[src/rtl/match_controller.sv]
// match_controller: round/score sequencer for the two-tank game.
// Steps a match FSM (title -> play -> hit freeze -> round over -> match over) once per
// frame_tick, detects bullet-on-tank hits with one frame of latency, keeps saturating
// scores and issues a one-Clk round_reset pulse that re-spawns tanks and clears the map.
//
// Ports:
//   Clk, Reset             clock, synchronous active-high reset
//   frame_tick             one-Clk pulse per game frame
//   keycode[7:0]           current USB keycode (0 = none)
//   tank{1,2}{x,y}[9:0]    tank centres, pixels
//   bul{1,2}{x,y}[9:0]     bullet centres, pixels
//   bul{1,2}_active        bullet in flight
//   score1/score2[3:0]     player scores for the HEX digits
//   state[2:0]             encoded FSM state (debug/LEDs)
//   game_active            high only in PLAY
//   freeze                 high in FREEZE and ROUND_OVER
//   round_reset            one-Clk respawn/clear pulse
//   winner[1:0]            00 none, 01 P1, 10 P2, 11 draw round
module match_controller #(
  parameter int unsigned HIT_RADIUS    = 12,
  parameter int unsigned FREEZE_FRAMES = 90,
  parameter int unsigned WIN_SCORE     = 5,
  parameter logic [7:0]  START_KEY     = 8'h2C
) (
  input  logic       Clk,
  input  logic       Reset,
  input  logic       frame_tick,
  input  logic [7:0] keycode,
  input  logic [9:0] tank1x,
  input  logic [9:0] tank1y,
  input  logic [9:0] tank2x,
  input  logic [9:0] tank2y,
  input  logic [9:0] bul1x,
  input  logic [9:0] bul1y,
  input  logic [9:0] bul2x,
  input  logic [9:0] bul2y,
  input  logic       bul1_active,
  input  logic       bul2_active,
  output logic [3:0] score1,
  output logic [3:0] score2,
  output logic [2:0] state,
  output logic       game_active,
  output logic       freeze,
  output logic       round_reset,
  output logic [1:0] winner
);

  localparam int unsigned CntW = $clog2(FREEZE_FRAMES + 1);

  typedef enum logic [2:0] {
    StTitle     = 3'd0,
    StPlay      = 3'd1,
    StFreeze    = 3'd2,
    StRoundOver = 3'd3,
    StMatchOver = 3'd4
  } state_e;

  // Held as plain bits so illegal codes 5..7 are representable and recoverable.
  logic [2:0]      state_q, state_d;
  logic [3:0]      score1_q, score1_d, score2_q, score2_d;
  logic [1:0]      winner_q, winner_d;
  logic [CntW-1:0] cnt_q, cnt_d;
  logic            armed_q, armed_d;
  logic            hit1_q, hit1_d, hit2_q, hit2_d;
  logic            round_reset_q, round_reset_d;
  logic            rst_pending_q;
  logic            rr_req;

  // 11-bit signed difference then magnitude: no wraparound at screen edges.
  function automatic logic near(input logic [9:0] a, input logic [9:0] b);
    logic signed [10:0] d;
    logic [10:0]        m;
    d = $signed({1'b0, a}) - $signed({1'b0, b});
    m = d[10] ? $unsigned(-d) : $unsigned(d);
    return m < 11'(HIT_RADIUS);
  endfunction

  always_comb begin
    state_d  = state_q;
    score1_d = score1_q;
    score2_d = score2_q;
    winner_d = winner_q;
    cnt_d    = cnt_q;
    armed_d  = armed_q;
    hit1_d   = hit1_q;
    hit2_d   = hit2_q;
    rr_req   = 1'b0;

    if (frame_tick) begin
      // Registered compare, consumed on the following frame_tick.
      hit1_d = (state_q == StPlay) && bul1_active && near(bul1x, tank2x) && near(bul1y, tank2y);
      hit2_d = (state_q == StPlay) && bul2_active && near(bul2x, tank1x) && near(bul2y, tank1y);
    end

    case (state_q)
      StTitle: begin
        if (frame_tick && keycode == START_KEY) begin
          score1_d = '0;
          score2_d = '0;
          winner_d = 2'b00;
          rr_req   = 1'b1;
          state_d  = StPlay;
        end
      end
      StPlay: begin
        if (frame_tick && (hit1_q || hit2_q)) begin
          cnt_d   = '0;
          state_d = StFreeze;
          if (hit1_q && hit2_q) begin
            winner_d = 2'b11;
          end else if (hit1_q) begin
            winner_d = 2'b01;
            score1_d = (score1_q == 4'd15) ? 4'd15 : score1_q + 4'd1;
          end else begin
            winner_d = 2'b10;
            score2_d = (score2_q == 4'd15) ? 4'd15 : score2_q + 4'd1;
          end
        end
      end
      StFreeze: begin
        if (frame_tick) begin
          if (cnt_q == CntW'(FREEZE_FRAMES - 1)) begin
            state_d = StRoundOver;
          end else begin
            cnt_d = cnt_q + 1'b1;
          end
        end
      end
      StRoundOver: begin
        if (frame_tick) begin
          if (score1_q >= 4'(WIN_SCORE) || score2_q >= 4'(WIN_SCORE)) begin
            armed_d = 1'b0;
            state_d = StMatchOver;
          end else begin
            rr_req   = 1'b1;
            winner_d = 2'b00;
            state_d  = StPlay;
          end
        end
      end
      StMatchOver: begin
        // A held start key must be released once before it can restart the game.
        if (frame_tick) begin
          if (!armed_q) begin
            if (keycode == 8'h00) armed_d = 1'b1;
          end else if (keycode == START_KEY) begin
            state_d = StTitle;
          end
        end
      end
      default: state_d = StTitle;
    endcase

    // Post-reset pulse and FSM requests merge; the pulse never repeats on back-to-back Clks.
    round_reset_d = (rst_pending_q | rr_req) & ~round_reset_q;
  end

  always_ff @(posedge Clk) begin
    if (Reset) begin
      state_q       <= StTitle;
      score1_q      <= '0;
      score2_q      <= '0;
      winner_q      <= 2'b00;
      cnt_q         <= '0;
      armed_q       <= 1'b0;
      hit1_q        <= 1'b0;
      hit2_q        <= 1'b0;
      round_reset_q <= 1'b0;
      rst_pending_q <= 1'b1;
    end else begin
      state_q       <= state_d;
      score1_q      <= score1_d;
      score2_q      <= score2_d;
      winner_q      <= winner_d;
      cnt_q         <= cnt_d;
      armed_q       <= armed_d;
      hit1_q        <= hit1_d;
      hit2_q        <= hit2_d;
      round_reset_q <= round_reset_d;
      rst_pending_q <= 1'b0;
    end
  end

  assign score1      = score1_q;
  assign score2      = score2_q;
  assign state       = state_q;
  assign winner      = winner_q;
  assign round_reset = round_reset_q;
  assign game_active = (state_q == StPlay);
  assign freeze      = (state_q == StFreeze) || (state_q == StRoundOver);

endmodule

[config.mk]
export PLATFORM = sky130hd
export DESIGN_NAME = match_controller
export DESIGN_NICKNAME = d
export VERILOG_FILES = /design/src/rtl/match_controller.sv
export SDC_FILE = /design/constraint.sdc
export NUM_CORES = 1
export LEC_CHECK = 0
export ABC_AREA = 1
export BUFFER_PORTS_ARGS = -buffer_cell sky130_fd_sc_hd__buf_2
export CORE_MARGIN = 2
export CORE_UTILIZATION = 40
export DETAILED_ROUTE_END_ITERATION = 16
export GPL_ROUTABILITY_DRIVEN = 1
export GPL_TIMING_DRIVEN = 0
export PLACE_DENSITY_LB_ADDON = 0.08
export SYNTH_ARGS = -nofsm -noshare
export SYNTH_HDL_FRONTEND = slang
export SYNTH_SLANG_ARGS = --single-unit
[constraint.sdc]
create_clock -name Clk -period 5.2 [get_ports Clk]
set_input_delay 0.52 -clock Clk [delete_from_list [all_inputs] [get_ports Clk]]
set_output_delay 0.52 -clock Clk [all_outputs]
set_load 0.005 [all_outputs]
==> results of run 1 <==
## worst max-delay path, delay by kind of cell
kind / cells / cell delay [ns]
xor gates and xnor gates: 1 / 0.22
AOI/OAI and AO/OA: 2 / 0.26
adders and majority gates: 2 / 0.55
and+or+nand+nor: 8 / 0.87
buffers and inverters: 4 / 0.24
## sequential cells by signal (all words and copies together) (netlist names)
signal / flops
cnt_q: 7
score1: 4
score2: 4
state: 3
winner: 2
armed_q: 1
hit1_q: 1
hit2_q: 1
round_reset: 1
rst_pending_q: 1
## through the flow
step | instances | total power, mW | utilization
detailed placement | 1116 | 0.863 | 0.473
floorplan | 865 | 0.704 | -
CTS | 1120 | 1.04 | 0.480
finish | 1120 | 1.03 | 0.480
global route | 1120 | 1.16 | 0.480
global placement | 1116 | 0.861 | 0.473
## layout make-up
cell class,count,share of cell area
Buffer,4,0.00614
Clock buffer,4,0.0143
Inverter,177,0.121
Multi-Input combinational cell,659,0.637
Sequential cell,25,0.0910
Tap cell,143,0.0325
Timing Repair Buffer,108,0.0982
## cells by family after synthesis
group,after synthesis,synth area share
flops,25,0.106
buf+inv,181,0.148
simple gates,514,0.482
mux,1,0.00213
compound gates,84,0.102
fa+ha+maj,52,0.145
xor+xnor,8,0.0149
## final timing paths
check                              startpoint       endpoint  slack (ns)  depth (start not counted)
worst max register to register       state[2]         hit2_q        3.18                         12
worst min-delay path                    Reset  rst_pending_q        0.39                          1
worst max-delay path                 bul2y[0]         hit2_q        2.72                         17
worst min register to register  rst_pending_q    round_reset        0.46                          2
## layer usage
layer  vias to the layer above  track usage  share of wire
li1                       2953            -              -
met1                      2184        0.244           0.52
met2                        88        0.304           0.44
met3                         2       0.0130          0.034
met4                         0      0.00976         0.0021
met5                         -            0              0
## where the power goes
part	switching, mW	internal [mW]
Sequential	0.0207	0.210
Combinational	0.393	0.232
Clock	0.0666	0.105
Total	0.480	0.547
## layout by cell type (no fill, tap or decap), types with 5 or more instances in the layout
cell type                  count
sky130_fd_sc_hd__nand2_2      12
sky130_fd_sc_hd__o21ai_0      18
sky130_fd_sc_hd__a21oi_1      42
sky130_fd_sc_hd__buf_2       108
sky130_fd_sc_hd__ha_1         48
sky130_fd_sc_hd__inv_1       170
sky130_fd_sc_hd__nor2_1       83
sky130_fd_sc_hd__nand4_1      14
sky130_fd_sc_hd__xor2_1        8
sky130_fd_sc_hd__a21oi_2       5
sky130_fd_sc_hd__inv_2         7
sky130_fd_sc_hd__dfxtp_1      25
sky130_fd_sc_hd__nor2_2        7
sky130_fd_sc_hd__nand3b_1      5
sky130_fd_sc_hd__nor3_1       11
sky130_fd_sc_hd__nand2_1     279
sky130_fd_sc_hd__nand3_1      82
==> qor.csv, run 1 <==
stage;metric;value;unit
outcome;outcome;completed;
cells_and_area;multi_input_area;3510;um^2
detailed_routing;via_count_of_the_routed_design;5227;
timing;tightest_slew;0.537;ns
worst_setup_path;setup.worst_path.end_class;flip-flop;
timing;finalCriticalPeriod;2.48;ns
detailed_routing;drtAntennaViolNets;0;
placement;pre_cts_slack;2.43;ns
worst_setup_path;worst_setup_path_start_kind;input pin;
cts;ctsLongestPathBuffers;2;
synth;synth_seq_area_share;0.106;
timing;final.setup.worst_slack;2.72;ns
synth;synth_commonest_cells;sky130_fd_sc_hd__nand2_1, sky130_fd_sc_hd__inv_1, sky130_fd_sc_hd__nor2_1;
worst_setup_path;cp.required;5.38;ns
cells_and_area;area_growth;17.0;%
floorplan;initial_utilization;0.410;
timing;hold_violations;0;
timing;slew_headroom;0.642;
worst_setup_path;cp_data_arrival_time;2.66;ns
synth;synth_edf_count;0;
global_routing;pin_count_of_the_biggest_net_entering_global_routing;14;
placement;global_placement_routability_congestion;0.824;
timing;max_freq;0.404;GHz
floorplan;design.die.area;12600;um^2
timing;finalClockSkew;0.00113;ns
timing;grt_setup_unrepaired;no;
cts;cts_buffers;3;
synth;library_cell_occupying_the_most_area_in_the_post_synthesis_netlist;sky130_fd_sc_hd__nand2_1;
cells_and_area;finalInstanceArea;5500;um^2
detailed_routing;drcViolationCount;0;
global_routing;grt_antenna_before_repair;0;
detailed_routing;avgViaCountPerCell;4.67;
cts;postCtsResizedCells;0;
placement;dp.final_hpwl;9.47;mm
floorplan;die_w;112;um
cts;post_cts_hold_buffer_count;0;
min_path;hold_class;in2reg;
cells_and_area;ff_latch_area;500;um^2
pwr;power_leakage;3.27;nW
detailed_routing;finalWirelength;10.8;mm
placement;buffer_ports.inserted;108;
floorplan;std_cell_rows;39;
floorplan;floorplan.core_area;11500;um^2
global_routing;vias_in_the_first_global_route;4751;
synth;synthesis.instances;865;
timing;fin_worst_hold_slack;0.390;ns
worst_setup_path;path_max_fanout;4;
synth;top_cell_type_s_share_of_synthesized_area;0.223;
floorplan;die_y;112;um
detailed_routing;firstDrtPassIters;4;
floorplan;num_io_pins;109;
cts;cts.reportedPaths.clkPinSlew;0.06;ns
synth;postSynthRegisterBits;25;
synth;synth_fp_nets;1010;
cts;clock_latency;0.26;ns
cts;clock_tree_from_tritoncts;built;
worst_setup_path;timing.critical_path.slowest_stage_cell;sky130_fd_sc_hd__fa_1;
cells_and_area;drive_above_1_share;0.163;
global_routing;grt_first_pass_wirelength;19.5;mm
synth;asr_flop_ratio_synth;0;
timing;finalSetupTns;0;ns
timing;timing.final.max_slew_violations;0;
timing;layout_worst_path_cycle_share;0.476;
worst_setup_path;critical-path-max-stage-delay;0.43;ns
synth;cell_area_after_synthesis;4700;um^2
cts;cts_sinks;25;
pwr;powerDensity;187;nW/um^2
cells_and_area;filler_cell_count;1288;
job;maxCapViolCount;0;
cells_and_area;antennaDiodeCount;0;
synth;synthDistinctLibCells;39;
worst_setup_path;crit_chain;buf_2, inv_1, ha_1, inv_1, fa_1, xor2_1, nor2_1, nand3_2, nor2_4, inv_2, nor2_2, nand3_1, a21oi_1, nand2_1, nor2_1, nand3_1, a21oi_1;
synth;ys_dominant_reg_cell;sky130_fd_sc_hd__dfxtp_1;
detailed_routing;post_drt_wl_per_cell;9.67;um
synth;yosys_warnings;0;
cells_and_area;finalNetCount;1123;
cts;cts_root_buffer;sky130_fd_sc_hd__clkbuf_16;
synth;synth.top_cells.by_area;sky130_fd_sc_hd__nand2_1, sky130_fd_sc_hd__inv_1, sky130_fd_sc_hd__ha_1;
synth;most_used_standard_cell_by_instance_count_after_synthesis;sky130_fd_sc_hd__nand2_1;
placement;placed_area;5420;um^2
global_routing;grtUsageTotal;0.173;
cts;h-tree-depth;1;
global_routing;global_route.overflow_total;0;
timing;report.final.setup_viol;0;
pwr;vdd_drop_max;0.200;mV
detailed_routing;drtIter0Drc;228;
synth;syn_avg_cell_area;5.44;um^2
worst_setup_path;worstSetupPathType;in2reg;
cts;cts_setup_buffers;0;
Power figures use the tool's default switching activity.
==> run 2, diff against run 1 <==
- ABC_AREA: 1 -> 0
- clock period: 5.2 -> 2.3 ns (I/O delays scaled with it)
==> run 2 against run 1 <==
Net effect:
- the run now ends with setup timing left
- highest routed layer unchanged
- total power rose by 79%
- core utilization rose by 3.9 points
- setup slack got worse by 3.1 ns
- combinational power rose by 76%
- largest cell class unchanged
- clock power rose by 53%
==> qor.csv, run 2 <==
stage;metric;value;unit
floorplan;die_w;98.4;um
timing;finalCriticalPeriod;2.69;ns
synth;top_cell_type_s_share_of_synthesized_area;0.168;
outcome;outcome;complete, but fails checks;
worst_setup_path;number_of_cell_instances_on_the_worst_register_to_register_path;8;
cells_and_area;finalNonFillerCells;717;
synth;asr_flop_ratio_synth;0;
synth;synth_xor_area_frac;0.0884;
synth;share_of_the_synthesized_area_in_compound_gates_ao_oa_aoi_oai;0.264;
timing;finalSetupTns;-0.464;ns
cells_and_area;multi_input_area;2970;um^2
synth;synth-adder-area-share;0.191;
worst_setup_path;path_max_fanout;3;
min_path;holdCritStartpoint;Reset;
synth;synth_top_family_by_area;compound AO/OA/AOI/OAI gates;
timing;timing.final.max_slew_violations;0;
pwr;vdd_drop_max;0.182;mV
placement;numPlacedInstances;707;
timing;tightest_slew;0.456;ns
placement;pre_cts_slack;-0.723;ns
worst_setup_path;cp_data_arrival_time;2.88;ns
synth;synth_fp_nets;636;
cts;clock_latency;0.27;ns
detailed_routing;drtAntennaViolNets;0;
worst_setup_path;reg2reg_setup_slack;-0.23;ns
timing;fin_worst_hold_slack;0.0758;ns
worst_setup_path;worst_setup_path_start_kind;input pin;
global_routing;grt_antenna_before_repair;0;
synth;synthesis.instances;491;
floorplan;design.die.area;9690;um^2
detailed_routing;post_drt_wl_per_cell;11.6;um
cts;cts_buffers;3;
cells_and_area;filler_cell_count;894;
worst_setup_path;rr_endpoint;hit1_q;
timing;layout_worst_path_cycle_share;1.17;
cts;post_cts_hold_buffer_count;0;
floorplan;std_cell_rows;34;
synth;synth_seq_area_share;0.140;
floorplan;die_y;98.4;um
worst_setup_path;worstReg2RegStart;state[1];
min_path;min_to;rst_pending_q;
cells_and_area;antennaDiodeCount;0;
synth;yosys_warnings;0;
worst_setup_path;cp.required;2.50;ns
placement;global_placement_routability_congestion;0.853;
timing;slew_headroom;0.696;
timing;final.setup.worst_slack;-0.388;ns
pwr;power_leakage;2.12;nW
cts;cts.reportedPaths.clkPinSlew;0.08;ns
timing;grt_setup_unrepaired;yes;
placement;placed_area;4270;um^2
synth;muxShareOfSynthArea;0.0228;
global_routing;global_route.overflow_total;0;
placement;dp.final_hpwl;6.90;mm
cells_and_area;ff_latch_area;503;um^2
synth;post_synth_and_or_nand_nor_area_fraction;0.222;
detailed_routing;drtIter0Drc;84;
worst_setup_path;setup.worst_path.end_class;flip-flop;
synth;library_cell_occupying_the_most_area_in_the_post_synthesis_netlist;sky130_fd_sc_hd__ha_1;
global_routing;vias_in_the_first_global_route;3516;
global_routing;grt_first_pass_wirelength;14.6;mm
synth;syn_avg_cell_area;7.27;um^2
cells_and_area;finalInstanceArea;4500;um^2
synth;most_used_standard_cell_by_instance_count_after_synthesis;sky130_fd_sc_hd__inv_1;
cts;clock_tree_from_tritoncts;built;
cts;ctsLongestPathBuffers;2;
timing;hold_violations;0;
cells_and_area;final_core_utilization;0.519;
synth;synth_edf_count;0;
cts;cts_root_buffer;sky130_fd_sc_hd__clkbuf_8;
timing;finalClockSkew;0.00154;ns
global_routing;pin_count_of_the_biggest_net_entering_global_routing;14;
placement;buffer_ports.inserted;108;
timing;max_freq;0.372;GHz
job;maxCapViolCount;0;
min_path;timing.hold.worst_path_depth;1;
floorplan;initial_utilization;0.411;
detailed_routing;avgViaCountPerCell;5.15;
worst_setup_path;worstSetupPathType;in2reg;
synth;synthDistinctLibCells;56;
detailed_routing;firstDrtPassIters;4;
pwr;powerDensity;408;nW/um^2
detailed_routing;via_count_of_the_routed_design;3695;
cells_and_area;finalNetCount;755;
min_path;hold_class;in2reg;
synth;synth_commonest_cells;sky130_fd_sc_hd__inv_1, sky130_fd_sc_hd__nor2_1, sky130_fd_sc_hd__ha_1;
cells_and_area;area_growth;26.2;%
synth;cell_area_after_synthesis;3570;um^2
synth;ys_dominant_reg_cell;sky130_fd_sc_hd__dfxtp_1;
timing;report.final.setup_viol;2;
floorplan;floorplan.core_area;8680;um^2
cts;h-tree-depth;1;
detailed_routing;drcViolationCount;0;
cells_and_area;layout_commonest_cell;sky130_fd_sc_hd__buf_2;
pwr;p_total;1.84;mW
floorplan;num_io_pins;109;
cells_and_area;mostFrequentLayoutCells;sky130_fd_sc_hd__buf_2, sky130_fd_sc_hd__inv_1, sky130_fd_sc_hd__nor2_1;
cells_and_area;largest_reg_flops;7;
global_routing;grtUsageTotal;0.170;
detailed_routing;finalWirelength;8.33;mm
cells_and_area;largest_register;cnt_q;
cts;cts_sinks;25;
outcome;violations_in_the_final_reports;setup timing;
synth;postSynthRegisterBits;25;
synth;synth.top_cells.by_area;sky130_fd_sc_hd__ha_1, sky130_fd_sc_hd__dfxtp_1, sky130_fd_sc_hd__inv_1;
cells_and_area;drive_above_1_share;0.255;
==> run 2: changes by cell type after synthesis, moves of 9 or more <==
cell,change
sky130_fd_sc_hd__nand2_1,-250
sky130_fd_sc_hd__inv_1,-108
sky130_fd_sc_hd__nand3_1,-71
sky130_fd_sc_hd__nor2_1,-32
sky130_fd_sc_hd__xnor2_1,+22
sky130_fd_sc_hd__o21ai_0,+16
sky130_fd_sc_hd__a211oi_1,+12
sky130_fd_sc_hd__nand2_2,-12
sky130_fd_sc_hd__nand2b_1,+12
sky130_fd_sc_hd__a21oi_1,-10
sky130_fd_sc_hd__nor2b_1,+9
==> run 2: cell families after synthesis <==
family	after synthesis
buffers and inverters	68
AND/OR/NAND/NOR	157
XOR/XNOR	36
AO/OA/AOI/OAI	145
flip-flops	25
multiplexers	8
adder cells (fa/ha/maj)	52
==> run 2: worst max-delay path: stages <==
cell and delay [ns]:
sky130_fd_sc_hd__buf_2 0.09, sky130_fd_sc_hd__inv_1 0.04, sky130_fd_sc_hd__ha_1 0.16, sky130_fd_sc_hd__inv_1 0.06
sky130_fd_sc_hd__fa_2 0.37, sky130_fd_sc_hd__a211oi_4 0.25, sky130_fd_sc_hd__buf_4 0.15, sky130_fd_sc_hd__o21bai_1 0.08
sky130_fd_sc_hd__a21oi_1 0.23, sky130_fd_sc_hd__xnor2_2 0.14, sky130_fd_sc_hd__nor4_4 0.29, sky130_fd_sc_hd__a31oi_1 0.08
sky130_fd_sc_hd__or4b_4 0.54, sky130_fd_sc_hd__o31ai_2 0.17
==> run 2: worst max path at each step <==
stage          startpoint  endpoint  slack (ns)  cells after the start
6_report         bul1y[0]    hit1_q       -0.39                     14
5_1_grt          bul1y[0]    hit1_q       -0.55                     14
3_5_place_dp     bul1x[0]    hit1_q       -0.72                     14
2_1_floorplan    bul1y[0]    hit1_q       -0.43                     13
3_3_place_gp     bul1y[0]    hit1_q       -0.72                     14
4_1_cts          bul1y[0]    hit1_q       -0.37                     14
==> run 2: final cells by class <==
cell class,count,share of cell area
buffer,6,0.00584
clock buffer,4,0.0100
inverter,62,0.0517
multi-input combinational,398,0.659
sequential,25,0.112
tap,108,0.0300
timing repair buffer,114,0.131
==> run 2: repair_timing <==
item                                    4_1_cts  5_1_grt
resized for setup                            12       21
hold endpoints to repair                      0        0
setup buffers                                 6        0
endpoints found under the setup margin        2        7
pin swaps                                    18        5
==> run 2: power breakdown <==
group,internal [mW],leakage [nW],switching [mW]
logic,0.502,1.90,0.603
registers,0.454,0.203,0.0178
clock network,0.124,0.0228,0.137
==> run 2: per-layer routing <==
metal | share of wire | track usage
met5 | 0 | 0
met4 | 0.0068 | 0.0285
met3 | 0.033 | 0.0128
met2 | 0.48 | 0.307
met1 | 0.48 | 0.226
==> run 3, diff against run 2 <==
- PLACE_DENSITY: not set -> 0.64
- PLACE_DENSITY_LB_ADDON: 0.08 -> not set
==> run 3 against run 2 <==
Net effect:
- final area decreased by 1.6%
- critical endpoint unchanged
- register-to-register slack improved by 0.06 ns
- the run still ends with setup timing left
- global-route usage decreased by 0.53 points
==> qor.csv, run 3 (synthesized netlist as in run 2, its figures left out) <==
stage;metric;value;unit
worst_setup_path;cp_common_cell;sky130_fd_sc_hd__inv_1;
cts;cts_root_buffer;sky130_fd_sc_hd__clkbuf_8;
global_routing;grt_first_pass_wirelength;14.2;mm
cts;cts.reportedPaths.clkPinSlew;0.09;ns
global_routing;grt_antenna_before_repair;0;
outcome;outcome;complete, but fails checks;
job;maxCapViolCount;0;
pwr;power.sequential.fraction;0.260;
worst_setup_path;path_delay_family;simple AND/OR/NAND/NOR gates;
pwr;p_total;1.81;mW
timing;finalClockSkew;0.00317;ns
timing;tightest_slew;0.460;ns
detailed_routing;finalWirelength;8.39;mm
pwr;powerDensity;410;nW/um^2
global_routing;pin_count_of_the_biggest_net_entering_global_routing;14;
timing;final.setup.worst_slack;-0.519;ns
detailed_routing;firstDrtPassIters;4;
cts;clock_tree_from_tritoncts;built;
timing;timing.final.max_slew_violations;0;
cts;cts_sinks;25;
global_routing;vias_in_the_first_global_route;3410;
timing;finalSetupTns;-0.658;ns
floorplan;num_io_pins;109;
timing;hold_violations;0;
timing;fin_worst_hold_slack;0.0790;ns
detailed_routing;drtIter0Drc;86;
cts;h-tree-depth;1;
pwr;combinationalPowerShare;0.594;
worst_setup_path;critical_path_depth;14;
worst_setup_path;reg2reg_setup_slack;-0.17;ns
cells_and_area;antennaDiodeCount;0;
worst_setup_path;worstSetupPathType;in2reg;
outcome;violations_in_the_final_reports;setup timing;
placement;pre_cts_slack;-0.746;ns
cells_and_area;largest_register;cnt_q;
cts;ctsLongestPathBuffers;2;
detailed_routing;drcViolationCount;0;
worst_setup_path;cp.required;2.50;ns
pwr;p_int;1.06;mW
worst_setup_path;critical-path-max-stage-delay;0.49;ns
timing;slew_headroom;0.693;
min_path;hold_class;in2reg;
floorplan;initial_utilization;0.411;
cells_and_area;finalNetCount;755;
worst_setup_path;worst_setup_path_start_kind;input pin;
cells_and_area;final_core_utilization;0.511;
detailed_routing;via_count_of_the_routed_design;3762;
min_path;holdCritStartpoint;Reset;
worst_setup_path;path_max_fanout;3;
worst_setup_path;worstReg2RegStart;state[1];
worst_setup_path;crit_chain;buf_2, inv_1, ha_1, inv_1, fa_2, a211oi_4, nor2_1, xnor2_1, or4_4, o21ai_0, o21ai_1, a211oi_2, or4b_4, o31ai_4;
detailed_routing;post_drt_wl_per_cell;11.7;um
cells_and_area;area_growth;24.2;%
pwr;clock_power_share;0.146;
placement;global_placement_routability_congestion;0.861;
timing;grt_setup_unrepaired;yes;
min_path;min_to;rst_pending_q;
floorplan;std_cell_rows;34;
floorplan;floorplan.core_area;8680;um^2
timing;finalCriticalPeriod;2.82;ns
floorplan;die_w;98.4;um
worst_setup_path;startpoint;bul1y[0];
pwr;power_leakage;2.10;nW
placement;dp.final_hpwl;6.86;mm
floorplan;die_y;98.4;um
pwr;total_switching_power;0.755;mW
floorplan;design.die.area;9690;um^2
worst_setup_path;crit_buf_inv;3;
detailed_routing;drtAntennaViolNets;0;
cells_and_area;mostFrequentLayoutCells;sky130_fd_sc_hd__buf_2, sky130_fd_sc_hd__inv_1, sky130_fd_sc_hd__nor2_1;
timing;max_freq;0.355;GHz
worst_setup_path;timing.critical_path.slowest_stage_cell;sky130_fd_sc_hd__or4b_4;
cells_and_area;layout_commonest_cell;sky130_fd_sc_hd__buf_2;
pwr;vdd_drop_max;0.219;mV
detailed_routing;avgViaCountPerCell;5.25;
pwr;sw_frac_of_total;0.416;
worst_setup_path;rr_endpoint;hit1_q;
cts;post_cts_hold_buffer_count;0;
cells_and_area;largest_reg_flops;7;
worst_setup_path;number_of_cell_instances_on_the_worst_register_to_register_path;8;
cts;cts_buffers;3;
global_routing;global_route.overflow_total;0;
min_path;timing.hold.worst_path_depth;1;
cells_and_area;drive_above_1_share;0.240;
cts;clock_latency;0.27;ns
timing;layout_worst_path_cycle_share;1.23;
placement;buffer_ports.inserted;108;
global_routing;grtUsageTotal;0.165;
timing;report.final.setup_viol;2;
worst_setup_path;cp_data_arrival_time;3.02;ns
worst_setup_path;setup.worst_path.end_class;flip-flop;
## run 3: cell types whose count changed in the layout (fill, tap and decap cells not counted), sizes merged
cell / delta
clkbuf: +1
buf: -1
## run 3: final cells by class
cell class | count | area [um^2]
fillers | 901 | 4250
multi-input cells | 398 | 2910
repair buffers | 114 | 586
flip-flops and latches | 25 | 502
inverters | 62 | 233
well taps | 108 | 135
clock buffers | 4 | 45.0
plain buffers | 6 | 23.8
## run 3: worst max path at each step
stage	slack [ns]	endpoint
6_report	-0.52	hit1_q
4_1_cts	-0.45	hit1_q
3_5_place_dp	-0.75	hit1_q
3_3_place_gp	-0.74	hit1_q
2_1_floorplan	-0.43	hit1_q
5_1_grt	-0.66	hit1_q
## run 3: worst reg2reg max path: stages, from the launching register on
cell and delay, ns:
sky130_fd_sc_hd__dfxtp_1 0.31, sky130_fd_sc_hd__clkbuf_1 0.21, sky130_fd_sc_hd__inv_1 0.24, sky130_fd_sc_hd__nand3_1 0.30, sky130_fd_sc_hd__nor3b_2 0.35, sky130_fd_sc_hd__o2111ai_1 0.19
sky130_fd_sc_hd__a211oi_2 0.15, sky130_fd_sc_hd__or4b_4 0.49, sky130_fd_sc_hd__o31ai_4 0.16
## run 3: power groups by stage
stage	clock network (mW)	registers [mW]	logic [mW]
after global routing	0.283	0.476	1.21
after detailed placement	0	0.480	1.02
after global placement	0	0.480	0.997
after floorplan	0	0.479	0.766
after CTS	0.268	0.470	1.05
final	0.265	0.471	1.08
## run 3: repair_timing
action,in CTS,in global routing
buffers inserted,4,2
pin swaps,8,6
resized for setup,6,12
setup endpoints to repair,2,5
## run 3: per-stage QoR
step	cells	cell area (um^2)
after floorplan	491	3600
after global placement	707	4270
after detailed placement	707	4270
after CTS	715	4370
after global routing	717	4430
final	717	4430
## run 3: metal layers
metal / vias to the layer above / track usage / share of wire / wire, um
met5: - / 0 / 0 / 0
met4: 0 / 0.0295 / 0.0074 / 62
met3: 6 / 0.0135 / 0.044 / 368
met2: 101 / 0.288 / 0.46 / 3890
met1: 1670 / 0.226 / 0.48 / 4060
li1: 1985 / - / - / -
